===== src/rtl/alu_mul_sequencer.sv =====
// Shift-and-add multiplier that borrows the shared EX-stage ALU; passes pipeline ALU traffic through when idle.
// Optional feature: define ALU_MUL_EARLY_EXIT_EN to finish as soon as the remaining multiplier bits are zero.
module alu_mul_sequencer #(
    parameter int MUL_BITS = 32
) (
    input  logic        clk,
    input  logic        reset,
    input  logic        start,
    input  logic [31:0] op_a,
    input  logic [31:0] op_b,
    output logic        busy,
    output logic        done,
    output logic [31:0] product,
    input  logic [3:0]  pipe_alu_op,
    input  logic [31:0] pipe_alu_in_1,
    input  logic [31:0] pipe_alu_in_2,
    output logic [3:0]  alu_op,
    output logic [31:0] alu_in_1,
    output logic [31:0] alu_in_2,
    input  logic [31:0] alu_result
);

    typedef enum logic [2:0] {
        S_IDLE,
        S_ADD,
        S_SHL,
        S_SHR,
        S_DONE
    } state_t;

    localparam logic [3:0] OP_ADD = 4'b0001;
    localparam logic [3:0] OP_SLL = 4'b0011;
    localparam logic [3:0] OP_SRL = 4'b0101;
    localparam logic [5:0] COUNT_LAST = 6'(MUL_BITS);

    state_t      state;
    state_t      next_state;
    logic [31:0] acc;
    logic [31:0] mcand;
    logic [31:0] mplier;
    logic [5:0]  count;
    logic [5:0]  count_inc;
    logic        accept;

    assign accept    = start && (state == S_IDLE || state == S_DONE);
    assign count_inc = count + 6'd1;

    // Shared decision rule: applied to op_b at start and to the freshly shifted multiplier after SHR.
    function automatic state_t decide(input logic [31:0] mp, input logic [5:0] cnt);
        state_t nxt;
        if (cnt == COUNT_LAST)
            nxt = S_DONE;
`ifdef ALU_MUL_EARLY_EXIT_EN
        else if (mp == '0)
            nxt = S_DONE;
`endif
        else if (mp[0])
            nxt = S_ADD;
        else
            nxt = S_SHL;
        return nxt;
    endfunction

    // NOTE: sequential state uses non-blocking assignments so every register samples pre-edge values.
    always_ff @(posedge clk or posedge reset) begin
        if (reset)
            state <= S_IDLE;
        else
            state <= next_state;
    end

    always_comb begin
        // NOTE: default assignment first, so no path through the case leaves next_state unassigned (no latch).
        next_state = state;
        case (state)
            S_IDLE:  if (start) next_state = decide(op_b, 6'd0);
            S_ADD:   next_state = S_SHL;
            S_SHL:   next_state = S_SHR;
            S_SHR:   next_state = decide(alu_result, count_inc);
            S_DONE:  next_state = start ? decide(op_b, 6'd0) : S_IDLE;
            default: next_state = S_IDLE;
        endcase
    end

    always_comb begin
        busy     = (state == S_ADD) || (state == S_SHL) || (state == S_SHR);
        done     = (state == S_DONE);
        alu_op   = pipe_alu_op;
        alu_in_1 = pipe_alu_in_1;
        alu_in_2 = pipe_alu_in_2;
        case (state)
            S_ADD: begin
                alu_op   = OP_ADD;
                alu_in_1 = acc;
                alu_in_2 = mcand;
            end
            S_SHL: begin
                alu_op   = OP_SLL;
                alu_in_1 = mcand;
                alu_in_2 = 32'd1;
            end
            S_SHR: begin
                alu_op   = OP_SRL;
                alu_in_1 = mplier;
                alu_in_2 = 32'd1;
            end
            default: ;
        endcase
    end

    // Datapath: each state writes back exactly one register from the ALU result.
    always_ff @(posedge clk or posedge reset) begin
        if (reset) begin
            acc     <= '0;
            mcand   <= '0;
            mplier  <= '0;
            count   <= '0;
            product <= '0;
        end else if (accept) begin
            acc    <= '0;
            mcand  <= op_a;
            mplier <= op_b;
            count  <= '0;
            if (next_state == S_DONE)
                product <= '0;
        end else begin
            case (state)
                S_ADD: acc <= alu_result;
                S_SHL: mcand <= alu_result;
                S_SHR: begin
                    mplier <= alu_result;
                    count  <= count_inc;
                    if (next_state == S_DONE)
                        product <= acc;
                end
                default: ;
            endcase
        end
    end

endmodule


===== config.mk =====
export PLATFORM = sky130hd
export DESIGN_NAME = alu_mul_sequencer
export DESIGN_NICKNAME = d
export VERILOG_FILES = /design/src/rtl/alu_mul_sequencer.sv
export SDC_FILE = /design/constraint.sdc
export NUM_CORES = 1
export LEC_CHECK = 0
export BUFFER_PORTS_ARGS = -buffer_cell sky130_fd_sc_hd__buf_2
export CAP_MARGIN = 25
export CORE_MARGIN = 2
export CORE_UTILIZATION = 51
export CTS_BUF_LIST = sky130_fd_sc_hd__clkbuf_4 sky130_fd_sc_hd__clkbuf_8
export DETAILED_ROUTE_END_ITERATION = 10
export PLACE_DENSITY = 0.82
export SYNTH_ARGS = -nofsm -noshare
export SYNTH_HDL_FRONTEND = slang
export SYNTH_SLANG_ARGS = --single-unit
export TNS_END_PERCENT = 50

===== constraint.sdc =====
create_clock -name clk -period 6 [get_ports clk]
set_input_delay 1.5 -clock clk [delete_from_list [all_inputs] [get_ports clk]]
set_output_delay 1.5 -clock clk [all_outputs]
set_load 0.01 [all_outputs]

Word-level counts from Yosys, hierarchy flattened

Cells that the tools add are included.

$add $sub $neg: 1
Eq/ne operators: 6
Reductions and logical operators: 10
Muxes and demuxes: 21

Operators by type and width:

| operator                                            | number |
|---|---|
| 2-to-1 mux 32 bit                                   | 10 |
| case mux 32 bit (3 select lines)                    | 1 |
| case mux 32 bit (2 select lines)                    | 1 |
| case mux 3 bit (5 select lines)                     | 1 |
| 2-to-1 mux 6 bit                                    | 2 |
| case mux 4 bit (3 select lines)                     | 1 |
| 2-to-1 mux 3 bit                                    | 3 |
| adder 6 x 1 -> 6 bit, second input constant         | 1 |
| equality test 3 x 2 -> 1 bit, second input constant | 2 |
| equality test 3 bit, second input constant          | 2 |
| equality test 6 bit, second input constant          | 1 |
| nonzero test 2 bit                                  | 3 |
| 2-to-1 mux 2 bit                                    | 2 |
| equality test 3 x 1 -> 1 bit, second input constant | 1 |
| zero test 3 bit                                     | 1 |
| logical OR 1 bit                                    | 3 |
| AND reduction 2 bit                                 | 1 |
| OR reduction 2 bit                                  | 1 |
| logical AND 1 bit                                   | 1 |

Input bits: 167
Logic and storage cells: 44
Register bits after elaboration: 137
Output and inout port bits: 102

Longest topological paths before layout

Depth after elaboration: 8
Depth in mapped cells: 8
Mapped depth without buffers: 4

Worst setup path after synthesis

OpenSTA, ideal clock, no wires.

Path type: input to output
From: in pipe_alu_op[1]
To: out alu_op[1]
Stages: 2
Setup slack: 2761 ps
Arrival: 1739 ps
Cell sequence: a21oi_1 > a21oi_1

Word-level cells in the longest chain between the ends: 1

RTL lines:

| what                            | line | text |
|---|---|---|
| start, declared                 | 14   | `input logic [3:0] pipe_alu_op,` |
| case mux 4 bit (3 select lines) | 91   | `case (state)` |
| end, declared                   | 17   | `output logic [3:0] alu_op,` |

Every way passes these cells.

Worst setup path after layout

From: reg state[0]
To: out alu_in_2[0]

Word-level cells in the longest chain between the ends: 3
Elaborated cells between the ends (all ways): 5
Those cells by class: eq/ne (3); mux (1); reduce/logical (1)

RTL lines:

| what                               | line | text |
|---|---|---|
| start, declared                    | 36   | `state_t state;` |
| start signal, assigned             | 69   | `state <= next_state;` |
| equality test 3 x 2 -> 1 bit       | 91   |  |
| OR reduction 2 bit (no line)       | --   |  |
| case mux 32 bit (2 select lines) * | 91   |  |
| end, declared                      | 19   | `output logic [31:0] alu_in_2,` |

Mark *: on every way between the ends. The rest lies on a longest branch, timed or not.

==> flow_summary.ini <==
[route]
postRouteAntennaNets = 0
drc = 0
totalWireLength_um = 23200
drt-initial-drc-count = 634
num_vias = 7201
routedWlPerCell_um = 18.4
first_pass_iters = 7
viasPerCell = 5.71

[worst_setup_path]
worstReg2RegEnd = mcand[20]
rrSetupSlack_ns = 2.74
r2r_cells = 6
crit-reg2reg-launch = state[0]
critPathKind = flop to output port
start_kind = flop
cp-end-kind = output port
required_ns = 4.50
cp_max_fo = 45
arrival_ns = 2.92

[power_and_ir_drop]
total_power_mw = 4.67
peakVddDrop_mv = 0.274
powerDensity_nw_per_um2 = 521
p_leak_nw = 4.18

[timing]
holdWs_ns = 0.487
layout_worst_path_cycle_share = 0.737
maxSlewHeadroom = 0.295
final_max_slew_viol_count = 0
finalSetupTns_ns = 0
clock-skew-final_ns = 0.0113
setup_viol = 0
post-route-min-period_ns = 4.42
hold_violations = 0
max_slew.worst_pin.slew_ns = 1.06
rsz0062_at_grt = no
fmax_ghz = 0.226

[synth]
synth_area_leaders = dfrtp_1 (47%), nand2_1 (12%), o21ai_0 (7.3%)
ys.flop_type = dfrtp_1
synth-edff-count = 0
synthArstFlopShare = 1.00
synth.top_cell.area_share = 0.473
syn_inst = 845
ys_seq_elements = 137
syn-num-nets = 1013
synth_most_common_cell = nand2_1
synth_area_um2 = 7250
synthTopCellsByCount = nand2_1 (231), dfrtp_1 (137), o21ai_0 (106)
yosys_warnings = 0
synth_area_per_cell_um2 = 8.57
ys_types = 37
yosysSeqAreaShare = 0.473
yosys.area.top_type = dfrtp_1

[grt]
antenna_found_initial = 0
track_usage = 0.308
gr-total-overflow = 0
grt_pass1_wl_um = 35300
grt_max_degree = 97
grt_pass1_vias = 6645

[cells_and_area]
layout.cells.non_filler = 1261
final_core_util = 0.646
area_growth_pct = 23.8
drive_gt1_frac = 0.329
fin_nets = 1238

[floorplanning]
core_area_um2 = 13900
boundaryPins = 269
design.die.area_um2 = 15200
dieHeight_um = 123
start_util = 0.522
die_w_um = 123
rows = 43

[clocking]
clk_pin_slew_worst_paths_ns = 0.06
ctsResizeCount = 0
insertion_delay_ns = 0.46
cts_buffer_depth = 2
ctsHtreeMaxLevel = 4
cts-root-buf = clkbuf_8
cts_inserted_buffers = 17
clock_sinks = 137
post_cts_buffers = 0
hold_buffers = 0
cts_tree = yes

[place]
gp_congestion = 0.886
dp_cells = 1231
hpwl_um = 15900
io_buffers = 268

[worst_hold_path]
worstHoldPathType = flop to flop
min_to = mplier[0]
whs_path_depth = 2
min-delay-start = mplier[0]

[run]
drv_cap = 0

[outcome]
outcome = complete, no violations
per-layer routing:
metal  track usage  vias up  share of wire
met5             0        -              0
met4         0.122        0          0.027
met3        0.0673       40          0.077
met2         0.466      342           0.47
met1         0.432     3429           0.43
li1              -     3390              -
flip-flops by register name (all words and copies together), names as in the netlist:
name,flops
state,3
count,6
acc,32
mplier,32
product,32
mcand,32
area by class of cell:
class | instances | area, um2
Antenna cell | 1 | 2.50
Clock inverter | 4 | 20.0
Sequential cell | 137 | 3430
Clock buffer | 25 | 313
Multi-Input combinational cell | 629 | 3510
Inverter | 3 | 16.3
Timing Repair Buffer | 282 | 1460
Fill cell | 1239 | 4910
Tap cell | 180 | 225
cell usage in the layout, fill, tap and decap left out, types with 4 or more instances in the layout:
master    count
nand2_1     231
a22oi_1      33
nor2_1       39
clkinv_2      4
mux2_2       32
dfrtp_1     135
buf_2       268
buf_4        12
mux2i_1      32
a31oi_1      33
clkbuf_4      5
a22o_1       32
a21oi_1      36
clkbuf_8     20
o21ai_0     106
o21ai_1      30
where the power goes:
part	leakage [nW]	switching, mW	internal, mW	total (mW)
clock	0.182	0.329	0.332	0.661
sequential	1.56	0.358	1.31	1.67
combinational	2.43	1.35	0.995	2.34
logic make-up (layout without fill, tap and decap cells):
group / Yosys count / after routing / synth area share
AO/OA/AOI/OAI: 272 / 272 / 0.222
XOR/XNOR: 1 / 1 / 0.00121
adder cells (fa/ha/maj): 1 / 1 / 0.00173
buffers and inverters: 79 / 314 / 0.0463
flip-flops: 137 / 137 / 0.473
multiplexers: 65 / 65 / 0.0960
other: 0 / 1 / 0
AND/OR/NAND/NOR: 290 / 290 / 0.159
worst max-delay path: stages (launching register included):
cell and delay [ns]:
dfrtp_2 0.76, o21bai_4 0.72, buf_4 0.53, inv_1 0.11, nor2_1 0.11, a21oi_1 0.04, buf_2 0.17
how the worst max path moves through the flow:
| stage | start | end | slack, ns | depth (start not counted) |
|---|---|---|---|---|
| final | state[0] | alu_in_2[0] | 1.58 | 6 |
| after global routing | state[0] | alu_in_2[0] | 1.33 | 6 |
| after CTS | state[0] | alu_in_2[0] | 1.58 | 6 |
| after detailed placement | state[0] | alu_in_2[0] | 2.08 | 6 |
| after global placement | state[0] | alu_in_1[13] | 1.89 | 4 |
| after floorplan | reset | acc[0] | 0.83 | 1 |
stage by stage:
stage / setup slack, ns / area [um2]
global placement: 1.89 / 8610
CTS: 1.58 / 8970
finish: 1.58 / 8970
detailed placement: 2.08 / 8640
floorplan: 0.832 / 7250
global route: 1.33 / 8970
Note: power is estimated with default switching activity, not from simulation.
